$ cat config.mk
export PLATFORM = sky130hd
export DESIGN_NAME = tdm_demux4
export DESIGN_NICKNAME = d
export VERILOG_FILES = /design/src/rtl/tdm_pkg.sv /design/src/rtl/tdm_slot_counter.sv /design/src/rtl/tdm_demux4.sv
export SDC_FILE = /design/constraint.sdc
export NUM_CORES = 1
export LEC_CHECK = 0
export CAP_MARGIN = 30
export CORE_AREA = 3 3 87 89
export CTS_BUF_LIST = sky130_fd_sc_hd__clkbuf_16
export CTS_CLUSTER_DIAMETER = 120
export DETAILED_ROUTE_END_ITERATION = 6
export DIE_AREA = 0 0 90 92
export DONT_BUFFER_PORTS = 1
export RECOVER_POWER = 25
export SYNTH_ARGS = -nofsm -noshare
export SYNTH_HDL_FRONTEND = slang
export SYNTH_SLANG_ARGS = --single-unit
$ cat constraint.sdc
create_clock -name clk -period 3.7 [get_ports clk]
set_input_delay 0.74 -clock clk [delete_from_list [all_inputs] [get_ports clk]]
set_output_delay 0.74 -clock clk [all_outputs]
set_load 0.01 [all_outputs]
$ cat src/rtl/tdm_pkg.sv
// Shared constants and state encoding for the four-slot TDM receive path.
package tdm_pkg;

    localparam int NUM_SLOTS = 4;
    localparam int SLOT_W    = 2;

    typedef enum logic {
        ST_HUNT = 1'b0,
        ST_RECV = 1'b1
    } state_t;

endpackage

$ cat src/rtl/tdm_slot_counter.sv
// Tracks the bit position within a slot and the slot position within a frame.
module tdm_slot_counter
    import tdm_pkg::*;
#(
    parameter int WIDTH = 8,
    parameter int CNT_W = $clog2(WIDTH)
) (
    input  logic              clk,
    input  logic              rst,
    input  logic              advance,
    input  logic              clear,
    input  logic              load_first,
    output logic [CNT_W-1:0]  bit_cnt,
    output logic [SLOT_W-1:0] slot,
    output logic              at_frame_start,
    output logic              at_frame_end
);

    // load_first marks that slot 0, bit 0 was just consumed, so the next bit is bit 1
    always_ff @(posedge clk or posedge rst) begin
        if (rst) begin
            bit_cnt <= '0;
            slot    <= '0;
        end else if (clear) begin
            bit_cnt <= '0;
            slot    <= '0;
        end else if (load_first) begin
            bit_cnt <= CNT_W'(1);
            slot    <= '0;
        end else if (advance) begin
            if (bit_cnt == CNT_W'(WIDTH - 1)) begin
                bit_cnt <= '0;
                slot    <= slot + SLOT_W'(1);
            end else begin
                bit_cnt <= bit_cnt + CNT_W'(1);
            end
        end
    end

    assign at_frame_start = (slot == '0) && (bit_cnt == '0);
    assign at_frame_end   = (slot == SLOT_W'(NUM_SLOTS - 1)) && (bit_cnt == CNT_W'(WIDTH - 1));

endmodule

$ cat src/rtl/tdm_demux4.sv
// Splits a serial four-slot TDM stream into parallel channel words, using
// frame_sync to acquire and police frame alignment.
module tdm_demux4
    import tdm_pkg::*;
#(
    parameter int WIDTH = 8
) (
    input  logic             clk,
    input  logic             rst,
    input  logic             din,
    input  logic             din_valid,
    input  logic             frame_sync,
    output logic [WIDTH-1:0] ch0,
    output logic [WIDTH-1:0] ch1,
    output logic [WIDTH-1:0] ch2,
    output logic [WIDTH-1:0] ch3,
    output logic             frame_valid,
    output logic             sync_err,
    output logic             locked
);

    localparam int CNT_W = $clog2(WIDTH);

    state_t             state_q, state_d;
    logic [CNT_W-1:0]   bit_cnt;
    logic [SLOT_W-1:0]  slot;
    logic               at_frame_start, at_frame_end;
    logic               cnt_advance, cnt_clear, cnt_load_first;
    logic               shift_en, frame_done, err_d;
    logic [SLOT_W-1:0]  shift_slot;
    logic [WIDTH-1:0]   shadow [NUM_SLOTS];

    tdm_slot_counter #(.WIDTH(WIDTH), .CNT_W(CNT_W)) u_slot_counter (
        .clk            (clk),
        .rst            (rst),
        .advance        (cnt_advance),
        .clear          (cnt_clear),
        .load_first     (cnt_load_first),
        .bit_cnt        (bit_cnt),
        .slot           (slot),
        .at_frame_start (at_frame_start),
        .at_frame_end   (at_frame_end)
    );

    always_ff @(posedge clk or posedge rst) begin
        if (rst) state_q <= ST_HUNT;
        else     state_q <= state_d;
    end

    // A resync bit always lands in slot 0; stale bits left in other shadows are
    // fully overwritten before the frame can complete.
    always_comb begin
        state_d        = state_q;
        cnt_advance    = 1'b0;
        cnt_clear      = 1'b0;
        cnt_load_first = 1'b0;
        shift_en       = 1'b0;
        shift_slot     = '0;
        frame_done     = 1'b0;
        err_d          = 1'b0;
        if (din_valid) begin
            case (state_q)
                ST_HUNT: begin
                    if (frame_sync) begin
                        shift_en       = 1'b1;
                        cnt_load_first = 1'b1;
                        state_d        = ST_RECV;
                    end
                end
                ST_RECV: begin
                    if (frame_sync && !at_frame_start) begin
                        err_d          = 1'b1;
                        shift_en       = 1'b1;
                        cnt_load_first = 1'b1;
                    end else if (!frame_sync && at_frame_start) begin
                        err_d     = 1'b1;
                        cnt_clear = 1'b1;
                        state_d   = ST_HUNT;
                    end else begin
                        shift_en    = 1'b1;
                        shift_slot  = slot;
                        cnt_advance = 1'b1;
                        frame_done  = at_frame_end;
                    end
                end
                default: state_d = ST_HUNT;
            endcase
        end
    end

    // The final bit of slot 3 is folded straight into ch3 as it arrives
    always_ff @(posedge clk or posedge rst) begin
        if (rst) begin
            for (int i = 0; i < NUM_SLOTS; i++) shadow[i] <= '0;
            ch0         <= '0;
            ch1         <= '0;
            ch2         <= '0;
            ch3         <= '0;
            frame_valid <= 1'b0;
            sync_err    <= 1'b0;
        end else begin
            frame_valid <= frame_done;
            sync_err    <= err_d;
            if (shift_en)
                shadow[shift_slot] <= {shadow[shift_slot][WIDTH-2:0], din};
            if (frame_done) begin
                ch0 <= shadow[0];
                ch1 <= shadow[1];
                ch2 <= shadow[2];
                ch3 <= {shadow[3][WIDTH-2:0], din};
            end
        end
    end

    assign locked = (state_q == ST_RECV);

endmodule

==> reports/metrics.yaml, run 1 <==
status:
  status: "finished with violations"
  violations: "max-capacitance violations, max-slew violations"
route:
  final_antenna_net_count: 0
  routed_wirelength_mm: 5.42
  drc: 0
  drtIter0Drc: 34
  viasPerCell: 5.02
  drt-wirelength-per-cell_um: 16.0
  vias: 1697
  drt_pre_antenna_iters: 4
place:
  routabilityCongestion: 0.745
  io_buffer_count: 0
  dp_hpwl_mm: 3.88
  place_area_sq_mm: 0.00326
  preCtsSetupSlack_ps: 706
logic_synthesis:
  synth_fp_nets: 241
  yosys-top-cells-area: "dfrtp_1 (57%), mux2_2 (18%), mux2i_1 (4.2%)"
  synth_seq_area_share: 0.568
  synth_area_leader_cell: "dfrtp_1"
  syn_inst: 228
  synth_top_area_frac: 0.568
  synthDistinctLibCells: 33
  synthFlopType: "dfrtp_1"
  synth_edf_count: 0
  async_flop_share: 1.00
  ys_warn_count: 0
  ys_ff_latch: 71
  avgSynthCellArea_sq_um: 13.7
  synth_area_sq_mm: 0.00313
floorplanning:
  initial_utilization: 0.458
  pin_count: 40
  fp.dieH_um: 92
  core_sq_mm: 0.00683
  num_rows: 30
  die_w_um: 90
  die_area_sq_mm: 0.00828
worst_setup_path:
  crit_chain: "inv_1 > ha_1 > nand2_1 > or2_2 > ha_1 > and4bb_4 > nor4b_4 > mux2_2"
  slowest_stage: "dfrtp_1"
  slowest_delay_ps: 560
  path_class: "flip-flop to flip-flop"
  worstSetupStartpoint: "u_slot_counter.slot[0]"
  cp-start-kind: "flip-flop"
  worstPathArrival_ps: 3190
  r2r_slack_ps: 710
  cp.required_ps: 3910
  end_kind: "flip-flop"
  worstPathMaxFanout: 17
  cpMostUsedCell: "ha_1"
  r2r_start: "u_slot_counter.slot[0]"
  cpLargestDelayFamily: "simple AND/OR/NAND/NOR gates"
  cp_num_buf_inv: 1
clocking:
  holdBufCountCts: 0
  clk_pin_slew_ps: 60
  cts_inserted_buffers: 9
  clockBufferDepth: 2
  cts_tree: "done"
  post_cts_resized: 0
  clock_latency_ps: 330
  cts.sinks: 71
  htree_levels: 3
  cts_setup_buffers: 0
  cts-root-buf: "clkbuf_16"
cells_and_area:
  fillers: 613
  layout_common_cells: "dfrtp_1 (71), mux2_2 (50), inv_1 (21)"
  stdcell_area_sq_mm: 0.00358
  drive_gt1_frac: 0.326
  final_common_cell: "dfrtp_1"
  syn2layout_area_growth_pct: 14.4
  antenna_cells: 0
  nets: 250
timing:
  finalSetupTns_ps: 0
  fin_skew_ps: 7.48
  max_freq_mhz: 335
  worst-slew-pin-transition_ps: 2310
  final.min_clock_period_ps: 2990
  fin_crit_sh: 0.807
  layout_setup_ws_ps: 714
  final_hold_viol_count: 0
  slew_headroom: -0.542
  report.final.slew_viol_count: 45
  hold_ws_ps: 195
  rsz0062_at_grt: "false"
  setup_violations: 0
pwr:
  p_int_uw: 1670
  power.leakage_uw: 0.00179
  switching_share: 0.247
  seqPwrFrac: 0.417
  switchingPower_uw: 547
  clockPowerShare: 0.438
  power.density_mw_per_mm2: 619
  peakVddDrop_mv: 0.275
  p_comb_frac: 0.145
global_routing:
  grt_pass1_wl_mm: 9.00
  grtUsageTotal: 0.139
  grt-ovfl-total: 0
  antenna_found_initial: 0
  grt_max_degree: 45
  grt_pass1_vias: 1719
worst_hold_path:
  hold_class: "primary input to async pin"
run:
  drv_cap: 1
## state kept, by name (all words and copies together) (netlist names)
register,cells
frame_valid,1
ch0,8
locked,1
ch3,8
u_slot_counter.slot,2
shadow,31
sync_err,1
ch1,8
ch2,8
u_slot_counter.bit_cnt,3
## final timing paths
kind | to | cells past startpoint
max | shadow[17] | 8
min | ch1[2] | 1
max reg2reg | shadow[17] | 8
min reg2reg | ch2[7] | 1
max in group asynchronous | shadow[4] | 2
min in group clk | ch2[7] | 1
## synth_stat cells, drive strengths merged (2+ instances only)
library cell,n
and3,3
nand2,4
dfrtp,71
nand4,2
clkbuf,2
nor2,7
mux2,51
nor4b,2
inv,19
or2,2
nand2b,8
o31ai,6
a21oi,4
nor2b,8
buf,6
ha,8
mux2i,13
## routing by layer
| layer | vias up | track usage | part of all wire |
|---|---|---|---|
| met4 | 0 | 0.0651 | 0.019 |
| met2 | 33 | 0.212 | 0.47 |
| met3 | 9 | 0.0484 | 0.048 |
| met1 | 848 | 0.177 | 0.46 |
| li1 | 807 | - | - |
| met5 | - | 0 | 0 |
## stage by stage
stage,total power (uW),utilization,std cells
finish,2220,0.524,338
global route,2320,0.524,338
global placement,1260,0.474,321
floorplan,1200,-,228
CTS,2250,0.527,338
detailed placement,1270,0.477,322
## power groups by stage
| stage | clock (uW) | sequential [uW] | combinational (uW) |
|---|---|---|---|
| 2_1_floorplan | 0 | 905 | 291 |
| 4_1_cts | 993 | 925 | 332 |
| 3_3_place_gp | 0 | 938 | 321 |
| 5_1_grt | 1020 | 937 | 361 |
| 3_5_place_dp | 0 | 939 | 330 |
| 6_report | 969 | 925 | 321 |
## area by class of cell
| class | instances | area [sq um] | area share |
|---|---|---|---|
| clock buffers | 9 | 225 | 0.0630 |
| clock inverters | 7 | 114 | 0.0318 |
| inverters | 19 | 71.3 | 0.0199 |
| multi-input cells | 130 | 1230 | 0.345 |
| flip-flops and latches | 71 | 1780 | 0.497 |
| well taps | 96 | 120 | 0.0336 |
| repair buffers | 6 | 37.5 | 0.0105 |
## logic make-up after synthesis
family | after synthesis | synth area share
flip-flops | 71 | 0.568
AO/OA/AOI/OAI | 15 | 0.0392
multiplexers | 64 | 0.226
AND/OR/NAND/NOR | 42 | 0.0936
adder cells (fa/ha/maj) | 8 | 0.0320
XOR/XNOR | 1 | 0.00280
buffers and inverters | 27 | 0.0380
No activity file was read; power rests on OpenSTA's default activity.
==> run 2: changes to the inputs <==
- clock period: 3.7 -> 2.62 ns (I/O delays scaled with it)
==> run 2 against run 1 <==
Net effect:
- the run now ends clean
- sequential cell count is the same
- clock skew grew 1.1 ps
- hold slack gained 120 ps
- global-route usage grew 0.50 points
- first-iteration DRC count grew 130%
- combinational power grew 45%
- routed wire length shrank 1.2%
- critical path depth grew 1
- sequential share of layout area shrank 0.60 points
- register-to-register slack lost 580 ps
- highest routed layer unchanged
- critical path type unchanged
- setup slack lost 580 ps
- critical endpoint is now ch3[6]
==> reports/metrics.yaml, run 2 (synthesis results as in run 1) <==
worst_setup_path:
  end_kind: "flip-flop"
  r2r_start: "u_slot_counter.slot[1]"
  worstPathArrival_ps: 2690  # -500 ps
  r2r_slack_ps: 140  # -580 ps
  worstPathMaxFanout: 28  # +11
  path_class: "flip-flop to flip-flop"
  cp-start-kind: "flip-flop"
  cp.required_ps: 2830  # -1080 ps
  r2r_cells: 9  # +1
  r2r-end: "ch3[6]"
cells_and_area:
  layout_common_cells: "dfrtp_1 (71), mux2_2 (50), inv_1 (19)"
  antenna_cells: 0  # unchanged
  top_register: "shadow"
  regArea_sq_mm: 0.00178  # unchanged
  fillers: 602  # -1.8%
  syn2layout_area_growth_pct: 15.8
  final_common_cell: "dfrtp_1"
  nets: 256  # +2.4%
  multi_input_area_sq_mm: 0.00123  # unchanged
  largest_reg_flops: 31  # unchanged
  drive_gt1_frac: 0.359  # +0.0324
floorplanning:
  fp.dieH_um: 92  # unchanged
  core_sq_mm: 0.00683  # unchanged
  die_area_sq_mm: 0.00828  # unchanged
  die_w_um: 90  # unchanged
  num_rows: 30  # unchanged
  pin_count: 40  # unchanged
  initial_utilization: 0.458  # unchanged
pwr:
  power.density_mw_per_mm2: 845  # +36%
  peakVddDrop_mv: 0.401  # +46%
  total_power_uw: 3060  # +38%
  power.leakage_uw: 0.00181  # +1.5%
place:
  routabilityCongestion: 0.770  # +3.4%
  io_buffer_count: 0  # unchanged
  dp_hpwl_mm: 3.74  # -3.7%
route:
  final_antenna_net_count: 0  # unchanged
  routed_wirelength_mm: 5.36  # -1.2%
  vias: 1736  # +2.3%
  drt-wirelength-per-cell_um: 15.6  # -3.0%
  drt_pre_antenna_iters: 2  # -2
  drc: 0  # unchanged
  drtIter0Drc: 77  # +130%
  viasPerCell: 5.05  # +0.51%
timing:
  fin_crit_sh: 0.948  # +0.141
  worst-slew-pin-transition_ps: 1080  # -1240 ps
  final.min_clock_period_ps: 2480  # -503 ps
  rsz0062_at_grt: "false"
  fin_skew_ps: 8.55  # +1.07 ps
  finalSetupTns_ps: 0  # unchanged
  max_freq_mhz: 403  # +20%
  report.final.slew_viol_count: 0  # -100%
  slew_headroom: 0.282  # +0.823
  setup_violations: 0  # unchanged
  final_hold_viol_count: 0  # unchanged
global_routing:
  grt-ovfl-total: 0  # unchanged
  grt_pass1_wl_mm: 9.33  # +3.7%
  grt_max_degree: 47  # +4.4%
  grtUsageTotal: 0.144  # +0.00497
  grt_pass1_vias: 1854  # +7.9%
  antenna_found_initial: 0  # unchanged
clocking:
  holdBufCountCts: 0  # unchanged
  cts-root-buf: "clkbuf_16"
  clockBufferDepth: 2  # unchanged
  cts_inserted_buffers: 9  # unchanged
  cts_tree: "done"
  htree_levels: 3  # unchanged
  clock_latency_ps: 330  # about the same
  cts.sinks: 71  # unchanged
  clk_pin_slew_ps: 60  # about the same
  cts_setup_buffers: 0  # unchanged
  post_cts_resized: 0  # unchanged
run:
  drv_cap: 0  # -1
status:
  status: "finished, final reports clean"
worst_hold_path:
  hold_class: "primary input to async pin"
## run 2: metal layers
layer	global-route usage	share of wire	up-vias
met1	0.193	0.48	878
met3	0.0541	0.052	11
met2	0.207	0.45	33
met4	0.0651	0.020	0
met5	0	0	-
li1	-	-	814
## run 2: where the power goes
group	internal (uW)	switching [uW]
logic	243	223
registers	1200	98.4
clock network	834	459
## run 2: metrics by stage
| stage | cell area (sq um) | cells | setup WS (ps) | utilization | hold slack, ps |
|---|---|---|---|---|---|
| final | 3620 | 344 | 137 | 0.530 | 317 |
| after global routing | 3620 | 344 | 7.24 | 0.530 | 338 |
| after floorplan | 3130 | 228 | 22.0 | - | 474 |
| after global placement | 3320 | 328 | 193 | 0.485 | 487 |
| after CTS | 3640 | 344 | 147 | 0.532 | 155 |
| after detailed placement | 3320 | 328 | 159 | 0.485 | 497 |
## run 2: critical path: stages (launching register included)
cell	delay, ps
dfrtp_1	380
inv_1	120
ha_1	160
nand2_1	40
or2_2	280
ha_1	220
and4bb_4	360
and3_1	230
buf_12	200
mux2_2	350
## run 2: worst max path at each step
stage,cells past startpoint,from,end,slack (ps)
final,9,u_slot_counter.slot[1],ch3[6],140
after global routing,9,u_slot_counter.slot[1],ch2[0],7
after CTS,9,u_slot_counter.slot[1],ch2[0],150
after detailed placement,9,u_slot_counter.slot[1],ch0[4],160
after global placement,9,u_slot_counter.bit_cnt[0],shadow[26],190
after floorplan,8,u_slot_counter.slot[0],shadow[0],20
## run 2: layout make-up
type                    instances  area share
repair buffers                 12      0.0276
flip-flops and latches         71       0.491
inverters                      19      0.0197
clock buffers                   9      0.0622
multi-input cells             130       0.340
clock inverters                 7      0.0263
well taps                      96      0.0332
